<file path="config.mk">
export PLATFORM = sky130hd
export DESIGN_NAME = free_running_counter
export DESIGN_NICKNAME = d
export VERILOG_FILES = /design/src/rtl/free_running_counter.sv
export SDC_FILE = /design/constraint.sdc
export NUM_CORES = 1
export LEC_CHECK = 0
export CELL_PAD_IN_SITES_DETAIL_PLACEMENT = 2
export CELL_PAD_IN_SITES_GLOBAL_PLACEMENT = 2
export CORE_AREA = 5 5 76 78
export DETAILED_ROUTE_END_ITERATION = 10
export DIE_AREA = 0 0 81 83
export GPL_TIMING_DRIVEN = 0
export PLACE_DENSITY_LB_ADDON = 0.1
export SLEW_MARGIN = 20
export SYNTH_ARGS = -nofsm -noshare
export SYNTH_HDL_FRONTEND = slang
export SYNTH_SLANG_ARGS = --single-unit
export TNS_END_PERCENT = 10
</file>
<file path="constraint.sdc">
create_clock -name CLK -period 1.6 [get_ports CLK]
set_clock_uncertainty 0.2 [all_clocks]
set_input_delay 0.32 -clock CLK [delete_from_list [all_inputs] [get_ports CLK]]
set_output_delay 0.32 -clock CLK [all_outputs]
set_load 0.1 [all_outputs]
</file>
<file path="src/rtl/free_running_counter.sv">
// Free-running binary up-counter used as a heartbeat / cycle timestamp.
// Counts once per rising CLK edge, wraps modulo 2^WIDTH, and returns
// asynchronously to INIT while RSTN is low.
module free_running_counter #(
  parameter int unsigned      WIDTH = 31,
  parameter logic [WIDTH-1:0] INIT  = '0
) (
  input  logic             CLK,
  input  logic             RSTN,
  output logic [WIDTH-1:0] data
);

  localparam logic [WIDTH-1:0] One = {{(WIDTH-1){1'b0}}, 1'b1};

  // The initialiser sets the power-up value, so data reads INIT from time 0
  // even if RSTN is never pulsed.
  logic [WIDTH-1:0] count_q = INIT;
  logic [WIDTH-1:0] count_d;

  // Next count: WIDTH-bit increment, carry-out dropped, so all-ones wraps to zero.
  always_comb begin
    count_d = count_q + One;
  end

  // Count register: asynchronous return to INIT, otherwise advance every edge.
  always_ff @(posedge CLK or negedge RSTN) begin
    if (!RSTN) begin
      count_q <= INIT;
    end else begin
      count_q <= count_d;
    end
  end

  assign data = count_q;

endmodule

</file>
==> reports/qor.yml <==
synth_fp_nets: 114
synth_fa_ha_area_share_pct: 0.931
firstDrtPassIters: 4
setup_ws_ns: -0.0646
worstMarginPinSlew_ns: 0.705
ys_ff_latch: 31
cts_made_buffers: 5
gp_congestion: 0.710
hp-class: "flop to flop"
max_freq_mhz: 601
drive_gt1_share_pct: 55.6
worst_setup_path_start_kind: "flop"
fin_crit_ns: 1.66
drc: 0
antenna_found_initial: 0
arrival_ns: 1.63
crit_fanout: 6
critPathTopFamily: "simple AND/OR/NAND/NOR gates"
cap_violations: 0
ys_types: 19
synth_cells: 111
endpoint_kind: "flop"
routed_wl_um: 3660
synth_mux_area_share_pct: 0
via_count: 1043
die-height_um: 83
cts_tree: "built"
grt_usage_pct: 12.0
slowest_stage: "dfrtp_4"
violations: "negative setup slack"
required_ns: 1.56
grt_pass1_wl_um: 6150
drt_iter0_drc: 19
yosysWarnings: 0
ant_nets: 0
nFillCells: 548
synthSimpleGateAreaFrac_pct: 21.9
p_leak_nw: 0.887
clock_path_buffers: 2
h-tree-depth: 2
final_common_cell: "buf_4"
syn2layout_area_growth_pct: 53.0
final_cell_mix: "31 x buf_4, 22 x xnor2_1, 20 x dfrtp_4"
yosysSeqAreaShare_pct: 57.7
initial_core_util_pct: 26.8
cts_sinks: 31
avgSynthCellArea_um2: 12.1
largest_reg_flops: 31
slew_violations: 0
synth-compound-area-share_pct: 0
slowest_delay_ns: 0.46
max_slew_margin_pct: 53.0
viasPerCell: 4.50
grt_max_degree: 32
grt_pass1_vias: 1197
die-area_um2: 6720
path_class: "flop to flop"
dp_hpwl_um: 2520
synth_top_family_by_area: "simple AND/OR/NAND/NOR gates"
p_per_area_nw_per_um2: 721
fin_crit_sh_pct: 104
core_um2: 5010
setup_viol: 15
critPathBufInv: 1
finish.utilization_pct: 41.0
final_cell_area_um2: 2060
syn_area_um2: 1340
hold_violations: 0
fp.dieW_um: 81
ir_worst_vdd_mv: 0.294
num_io_pins: 33
rsz0062_at_grt: "yes"
synth_xor_area_share_pct: 18.9
wire_per_inst_um: 15.8
fin_tns_setup_ns: -0.513
rows: 26
path_cells: "nand3_2, nor4_4, buf_4, nand4_1, xnor2_1"
status: "complete, but fails checks"
clock_latency_ns: 0.28
n_antenna_cell: 0
fin_nets: 164
port_buffers: 32
place_area_um2: 1870
grt-ovfl-total: 0
pre_cts_ws_ns: -0.517
path_clk_slew_ns: 0.06
cts_root_buf: "clkbuf_8"
-- through the flow --
step | hold slack, ns | cells | power (mW)
floorplan | -0.176 | 111 | 0.799
global placement | 0.263 | 213 | 0.818
detailed placement | 0.222 | 213 | 0.817
CTS | 0.279 | 228 | 1.51
global route | 0.294 | 232 | 1.55
finish | 0.276 | 232 | 1.48
-- metal layers --
layer	part of all wire [%]	wire length [um]	global-route usage [%]
met1	42	1540	14.2
met2	52	1900	19.8
met3	4.4	162	4.33
met4	1.5	54	4.15
met5	0	0	0
-- logic make-up after synthesis --
group	after synthesis
xor gates and xnor gates	29
adders and majority gates	1
buffers and inverters	2
DFF	31
and+or+nand+nor	48
-- area by class of cell --
class	count	area, um^2	area share, %
tap	70	87.6	4.26
inverter	2	7.51	0.365
timing repair buffer	43	353	17.2
sequential	31	861	41.9
clock buffer	8	100	4.87
multi-input combinational	78	647	31.5
-- Yosys cell counts --
cell type	n	area, um^2
and2_1	3	18.8
and3_1	2	12.5
and3_2	1	7.51
and4_1	1	8.76
dfrtp_1	31	776
ha_1	1	12.5
inv_1	2	7.51
nand2_1	7	26.3
nand3_1	15	75.1
nand4_1	8	50.1
nand4_4	1	21.3
nor2_1	5	18.8
nor3_1	1	5.00
nor3_2	1	10.0
nor4_1	1	6.26
nor4_2	1	12.5
nor4_4	1	21.3
xnor2_1	23	201
xor2_1	6	52.6
-- power breakdown --
group / total [mW] / switching [mW] / internal [mW] / leakage [nW]
registers: 0.783 / 0 / 0.783 / 0.372
logic: 0.0177 / 0.0152 / 0.00245 / 0.464
clock network: 0.681 / 0.289 / 0.392 / 0.0515
-- final timing paths --
kind / startpoint / to / slack [ns] / cells after the start
setup / recovery: data[2] / data[15] / -0.06 / 5
hold / removal: data[30] / data[30] / 0.28 / 1
setup reg to reg: data[2] / data[15] / -0.06 / 5
hold reg to reg: data[30] / data[30] / 0.28 / 1
max in group asynchronous: RSTN / data[20] / 0.25 / 2
min in group asynchronous: RSTN / data[8] / 0.43 / 2
-- timing repair --
action | in CTS | in global routing
hold buffers | 1 | 0
pin swaps | 6 | 3
endpoints found under the hold margin | 31 | 0
endpoints found under the setup margin | 50 | 26
gates cloned | 0 | 0
setup buffers | 6 | 4
gates resized for setup | 185 | 16
No activity file was read; power rests on OpenSTA's default activity.
